--- config.mk ---
export PLATFORM = sky130hd
export DESIGN_NAME = mem_copy_engine
export DESIGN_NICKNAME = d
export VERILOG_FILES = /design/src/rtl/mem_copy_engine.sv
export SDC_FILE = /design/constraint.sdc
export NUM_CORES = 1
export LEC_CHECK = 0
export CORE_MARGIN = 2
export CORE_UTILIZATION = 44
export DETAILED_ROUTE_END_ITERATION = 7
export PLACE_DENSITY_LB_ADDON = 0.2
export SLEW_MARGIN = 10
export SYNTH_ARGS = -nofsm -noshare
export SYNTH_HDL_FRONTEND = slang
export SYNTH_SLANG_ARGS = --single-unit
--- constraint.sdc ---
create_clock -name clk -period 2.25 [get_ports clk]
set_clock_uncertainty 0.05 [all_clocks]
set_input_delay 0.5625 -clock clk [delete_from_list [all_inputs] [get_ports clk]]
set_output_delay 0.5625 -clock clk [all_outputs]
set_load 0.1 [all_outputs]
--- src/rtl/mem_copy_engine.sv ---
// Word-granular memory copy engine: one read and one write cycle per word on the shared memory port.
// Optional running sum of copied words enabled by defining COPY_CHECKSUM_EN.
module mem_copy_engine #(
    parameter int LEN_W = 12
) (
    input  logic             clk,
    input  logic             rst,
    input  logic             start,
    input  logic [31:0]      srcAddr,
    input  logic [31:0]      dstAddr,
    input  logic [LEN_W-1:0] len,
    output logic             busy,
    output logic             done,
    output logic             err,
    output logic             MemRead,
    output logic             MemWrite,
    output logic [31:0]      Address,
    output logic [31:0]      writeData,
    input  logic [31:0]      ReadData
`ifdef COPY_CHECKSUM_EN
    ,
    output logic [31:0]      checksum
`endif
);

    typedef enum logic [2:0] {S_IDLE, S_READ, S_WRITE, S_DONE, S_ERR} state_t;

    state_t           r_state;
    state_t           w_next;
    logic [31:0]      r_src;
    logic [31:0]      r_dst;
    logic [31:0]      r_buf;
    logic [LEN_W-1:0] r_cnt;
    logic             w_misaligned;
    logic             w_accept;

    assign w_misaligned = (srcAddr[1:0] != 2'b00) || (dstAddr[1:0] != 2'b00);
    assign w_accept     = (r_state == S_IDLE) && start && !w_misaligned;

    always_ff @(posedge clk or negedge rst) begin
        if (!rst) r_state <= S_IDLE;
        else      r_state <= w_next;
    end

    always_comb begin
        w_next    = r_state;
        busy      = 1'b0;
        done      = 1'b0;
        err       = 1'b0;
        MemRead   = 1'b0;
        MemWrite  = 1'b0;
        Address   = 32'd0;
        writeData = 32'd0;
        case (r_state)
            S_IDLE: begin
                if (start) begin
                    if (w_misaligned)            w_next = S_ERR;
                    else if (len == '0)          w_next = S_DONE;
                    else                         w_next = S_READ;
                end
            end
            S_READ: begin
                busy    = 1'b1;
                MemRead = 1'b1;
                Address = r_src;
                w_next  = S_WRITE;
            end
            S_WRITE: begin
                busy      = 1'b1;
                MemWrite  = 1'b1;
                Address   = r_dst;
                writeData = r_buf;
                w_next    = (r_cnt == LEN_W'(1)) ? S_DONE : S_READ;
            end
            S_DONE: begin
                done   = 1'b1;
                w_next = S_IDLE;
            end
            S_ERR: begin
                done   = 1'b1;
                err    = 1'b1;
                w_next = S_IDLE;
            end
            default: w_next = S_IDLE;
        endcase
    end

    // Pointers advance after the write so a read always sees earlier writes (overlap replicates).
    always_ff @(posedge clk or negedge rst) begin
        if (!rst) begin
            r_src <= 32'd0;
            r_dst <= 32'd0;
            r_buf <= 32'd0;
            r_cnt <= '0;
        end else begin
            if (w_accept) begin
                r_src <= srcAddr;
                r_dst <= dstAddr;
                r_cnt <= len;
            end
            if (r_state == S_READ) r_buf <= ReadData;
            if (r_state == S_WRITE) begin
                r_src <= r_src + 32'd4;
                r_dst <= r_dst + 32'd4;
                r_cnt <= r_cnt - LEN_W'(1);
            end
        end
    end

`ifdef COPY_CHECKSUM_EN
    logic [31:0] r_sum;

    // Rejected (misaligned) requests leave the previous sum visible.
    always_ff @(posedge clk or negedge rst) begin
        if (!rst)                   r_sum <= 32'd0;
        else if (w_accept)          r_sum <= 32'd0;
        else if (r_state == S_READ) r_sum <= r_sum + ReadData;
    end

    assign checksum = r_sum;
`endif

endmodule

# After elaboration in Yosys (flattened, before gate mapping)
# Cells that the tools add are included.
word_totals:
  ff_bits: 111
  input_bits: 111
  wordCells: 43
op_classes:
  add_sub_neg: 3
  eq_ne: 6
  mux: 18
  n_reduce_logical: 11
ops:
  columns: ["cell", "n"]
  rows:
  - ["32-bit two-way mux", 5]
  - ["32-bit by 3-bit adder with 32-bit output (second input constant)", 2]
  - ["32-bit case mux with 2 select lines", 1]
  - ["12-bit two-way mux", 2]
  - ["12-bit by 1-bit == test with 1-bit output (second input constant)", 1]
  - ["12-bit logical NOT", 1]
  - ["12-bit by 1-bit subtractor with 12-bit output (second input constant)", 1]
  - ["3-bit case mux with 3 select lines", 1]
  - ["3-bit by 2-bit == test with 1-bit output (second input constant)", 2]
  - ["3-bit two-way mux", 2]
  - ["2-bit nonzero test", 3]
  - ["1-bit two-way mux", 5]
  - ["2-bit two-way mux", 2]
  - ["2-bit OR reduction", 2]
  - ["3-bit by 1-bit == test with 1-bit output (second input constant)", 1]
  - ["3-bit == test (second input constant)", 1]
  - ["3-bit logical NOT", 1]
  - ["1-bit logical AND", 2]
  - ["2-bit != test (second input constant)", 1]
  - ["1-bit logical NOT", 1]
  - ["1-bit logical OR", 1]

# Longest topological paths before layout
depth:
  word_depth: 6
  mapped_depth: 7
  ltp_nobuf: 6

# Worst setup path before layout
# Ideal clock, no wire load.
synth_timing:
  path_kind: "register to output"
  from: "register r_state[0]"
  to: "output port done"
  t_arrival_ns: 3.669
  t_required_ns: 1.637
  setup_slack_ns: -2.032
  stages_incl_launch_ff: 3
  path_buffers: 0
  cell_sequence: "dfrtp_1 nor3b_1 o21bai_1"
synth_between:
  elab_chain_cells: 3
  word_cells_on_any_way: 4
  classes_between: "eq/ne: 2; mux: 1; reduce/logical: 1"
synth_lines:
  columns: ["item", "line", "rtl"]
  rows:
  - ["start: declaration", "28", "state_t r_state;"]
  - ["start signal: assignment", "42", "else r_state <= w_next;"]
  - ["3-bit == test / 3-bit by 2-bit == test with 1-bit output (equally long branches)", "54", "case (r_state)"]
  - ["2-bit OR reduction (no source line) *", null, null]
  - ["1-bit two-way mux *", "54", null]
  - ["end: declaration", "13", "output logic done,"]
# Every way passes the cells marked *; elsewhere a longest branch is shown, timed or not.

# Worst setup path in the final report
layout_timing:
  from: "register r_state[2]"
  to: "output port Address[15]"
layout_between:
  elab_chain_cells: 2
  word_cells_on_any_way: 3
  classes_between: "eq/ne: 2; mux: 1"
layout_lines:
  columns: ["item", "line", "rtl"]
  rows:
  - ["3-bit by 2-bit == test with 1-bit output / 3-bit by 1-bit == test with 1-bit output (equally long branches)", "54", null]
  - ["32-bit case mux with 2 select lines *", "54", null]
  - ["end: declaration", "17", "output logic [31:0] Address,"]
# Marks and branches as above.

==> impl_metrics.py <==
metrics = {
    "clocking": {
        "cts.path.max_buffers": 2,
        "h-tree-depth": 3,
        "tritoncts.num_buffers": 9,
        "cts-root-buf": "clkbuf_16",
        "path_clk_slew_ps": 80,
        "cts-hold-fix-buffers": 0,
        "cts.sinks": 111,
        "cts_tree": "built",
        "insertion_delay_ps": 370,
    },
    "worst_hold_path": {
        "min_path_type": "in -> async",
    },
    "timing": {
        "setup_viol_count_final": 70,
        "timing.fmax_mhz": 397,
        "fin_crit_sh_pct": 112,
        "hold_viol": 0,
        "tightest_slew_ps": 615,
        "min_period_ps": 2520,
        "fin_tns_setup_ps": -16140,
        "maxSlewViolCount": 0,
        "rsz0062_at_grt": "true",
        "slew_headroom_pct": 58.6,
        "setup_ws_ps": -266,
    },
    "place": {
        "portBuffers": 179,
        "dp.final_hpwl_um": 15100,
        "place_area_um2": 9670,
        "gp_congestion": 0.907,
    },
    "setup_path": {
        "r2r_start": "r_state[2]",
        "worstPathArrival_ps": 1900,
        "reg2reg_depth": 7,
        "crit_type": "reg -> out",
        "r2r_setup_slack_ps": -30,
        "cp-end-kind": "output pin",
        "crit_required_ps": 1640,
        "cp-start-kind": "flop",
        "reg2reg_to": "r_cnt[6]",
        "startpoint": "r_state[2]",
        "crit_fanout": 10,
    },
    "finish": {
        "fillers": 939,
        "antenna_cells": 0,
        "drive_above_1_share_pct": 32.3,
        "finish.utilization_pct": 74.8,
        "nets": 1007,
        "design_area_um2": 10400,
        "area.growth.synth_to_final_pct": 65.8,
    },
    "synthesis": {
        "yosysSeqAreaShare_pct": 44.3,
        "syn_avg_cell_area_um2": 9.32,
        "syn-num-nets": 787,
        "synth_cell_types": 57,
        "synthArstFlopShare_pct": 100,
        "synthFlopType": "dfrtp_1",
        "synth_edf_count": 0,
        "netlist_area_um2": 6260,
        "netlist_instances": 672,
        "synth_warnings": 0,
        "ys_ff_latch": 111,
    },
    "power_and_ir_drop": {
        "ir_drop_uv": 548,
        "leakage_uw": 0.00437,
        "p_per_area_nw_per_um2": 669,
    },
    "die": {
        "core_um2": 13900,
        "pin_count": 180,
        "placementRows": 43,
        "die_area_um2": 15200,
        "start_util_pct": 45.1,
        "fp.dieH_um": 123,
        "die_w_um": 123,
    },
    "run_status": {
        "violations": "setup timing",
        "status": "finished, violations left",
    },
    "detailed_routing": {
        "drt-pass1-iter-count": 6,
        "wl_um": 21500,
        "wl_per_cell_um": 19.9,
        "via_count": 6547,
        "ant_nets": 0,
        "drc": 0,
        "routed_via_density": 6.08,
        "drt_iter0_markers": 832,
    },
    "grt": {
        "grt_pass1_wl_um": 33800,
        "grt_max_degree": 41,
        "grt_pass1_vias": 6571,
        "grt_remaining_overflow": 0,
        "antenna_found_initial": 0,
        "track_usage_pct": 28.5,
    },
    "flow_run": {
        "maxCapViolations": 0,
    },
}
## cell type report
cell class / count / area [µm²] / share of cell area, %
tap: 180 / 225 / 2.17
multi-input combinational: 504 / 3720 / 35.8
inverter: 9 / 46.3 / 0.446
clock buffer: 9 / 225 / 2.17
clock inverter: 7 / 65.1 / 0.627
sequential: 111 / 2780 / 26.8
timing repair buffer: 257 / 3320 / 32.0
## worst max-delay path: stages, from the launching register on
cell	delay (ps)
dfrtp_2	420
or3b_4	440
clkinv_8	90
buf_12	130
buf_12	130
a22o_4	150
buf_12	170
## registers in the layout (all words and copies together), names as in the netlist
signal	count
r_cnt	12
r_buf	32
r_src	32
r_state	3
r_dst	32
## power by group
| group | leakage, µW | total (µW) | internal, µW | switching, µW |
|---|---|---|---|---|
| Combinational | 0.00288 | 1830 | 938 | 892 |
| Sequential | 0.00136 | 3510 | 2620 | 884 |
| Clock | 0.000134 | 1610 | 780 | 831 |
## synthesized netlist by cell type (3+ instances only)
| library cell | count | share of area (%) |
|---|---|---|
| mux2i_1 | 5 | 0.80 |
| o21ai_0 | 29 | 2.3 |
| ha_1 | 4 | 0.80 |
| or4_1 | 3 | 0.36 |
| a31oi_1 | 5 | 0.50 |
| nand3_1 | 45 | 3.6 |
| a21o_1 | 4 | 0.48 |
| xor2_1 | 6 | 0.84 |
| a22oi_1 | 14 | 1.7 |
| nand2_1 | 91 | 5.5 |
| dfrtp_1 | 111 | 44 |
| nor3_1 | 17 | 1.4 |
| buf_1 | 3 | 0.18 |
| mux2_2 | 33 | 5.9 |
| and2_1 | 40 | 4.0 |
| a22o_1 | 25 | 3.5 |
| buf_2 | 8 | 0.64 |
| nor2_1 | 35 | 2.1 |
| a41oi_1 | 3 | 0.42 |
| o22ai_1 | 3 | 0.30 |
| inv_1 | 8 | 0.48 |
| nor3b_1 | 3 | 0.36 |
| and3_1 | 9 | 0.90 |
| a221o_1 | 7 | 1.1 |
| nor4_1 | 12 | 1.2 |
| a21oi_1 | 12 | 0.96 |
| o211ai_1 | 20 | 2.4 |
| clkbuf_1 | 33 | 2.0 |
| nand4_1 | 23 | 2.3 |
| or3_1 | 9 | 0.90 |
| o311ai_0 | 12 | 1.7 |
| xnor2_1 | 4 | 0.56 |
## layout by cell type (no fill, tap or decap), types with 17 or more instances in the layout
cell             instances
a22o_4                  26
and2_4                  35
buf_4                   49
nand4_1                 23
o21ai_0                 28
nor3_1                  17
nand2_1                 85
dfrtp_1                110
o211ai_1                20
buf_12                  80
nor2_1                  34
nand3_1                 44
clkdlybuf4s50_1        109
mux2_2                  33
## worst max path at each step
stage,end,slack [ps],cells after the start
CTS,Address[15],-250,6
finish,Address[15],-270,6
detailed placement,r_src[27],-310,8
floorplan,Address[7],-210,5
global route,writeData[7],-320,5
global placement,r_src[16],-330,8
## what timing repair did
action,4_1_cts,5_1_grt
gates cloned,2,1
gates resized for setup,26,23
buffers inserted,11,14
pin swaps,11,9
endpoints found under the setup margin,67,82
## metrics by stage
step | worst slack [ps] | instances | hold slack [ps] | total power, µW
CTS | -253 | 1064 | 128 | 6900
detailed placement | -310 | 1035 | 441 | 5240
global placement | -332 | 1035 | 434 | 5070
global route | -322 | 1077 | 145 | 7310
finish | -266 | 1077 | 116 | 6950
floorplan | -207 | 672 | 217 | 4420
## routing by layer
layer	global-route usage, %	vias to the layer above	share of wire, %
met2	47.7	371	50
met5	0	-	0
met1	35.5	3201	39
li1	-	2936	-
met3	9.87	39	10
met4	6.96	0	1.6
## logic make-up after synthesis
kind of cell / Yosys count / synth area share, %
mux: 38 / 6.73
xor+xnor: 10 / 1.40
simple gates: 305 / 25.6
fa+ha+maj: 4 / 0.799
buf+inv: 57 / 3.94
compound gates: 147 / 17.1
flops: 111 / 44.3
(Power assumes the default switching activity.)
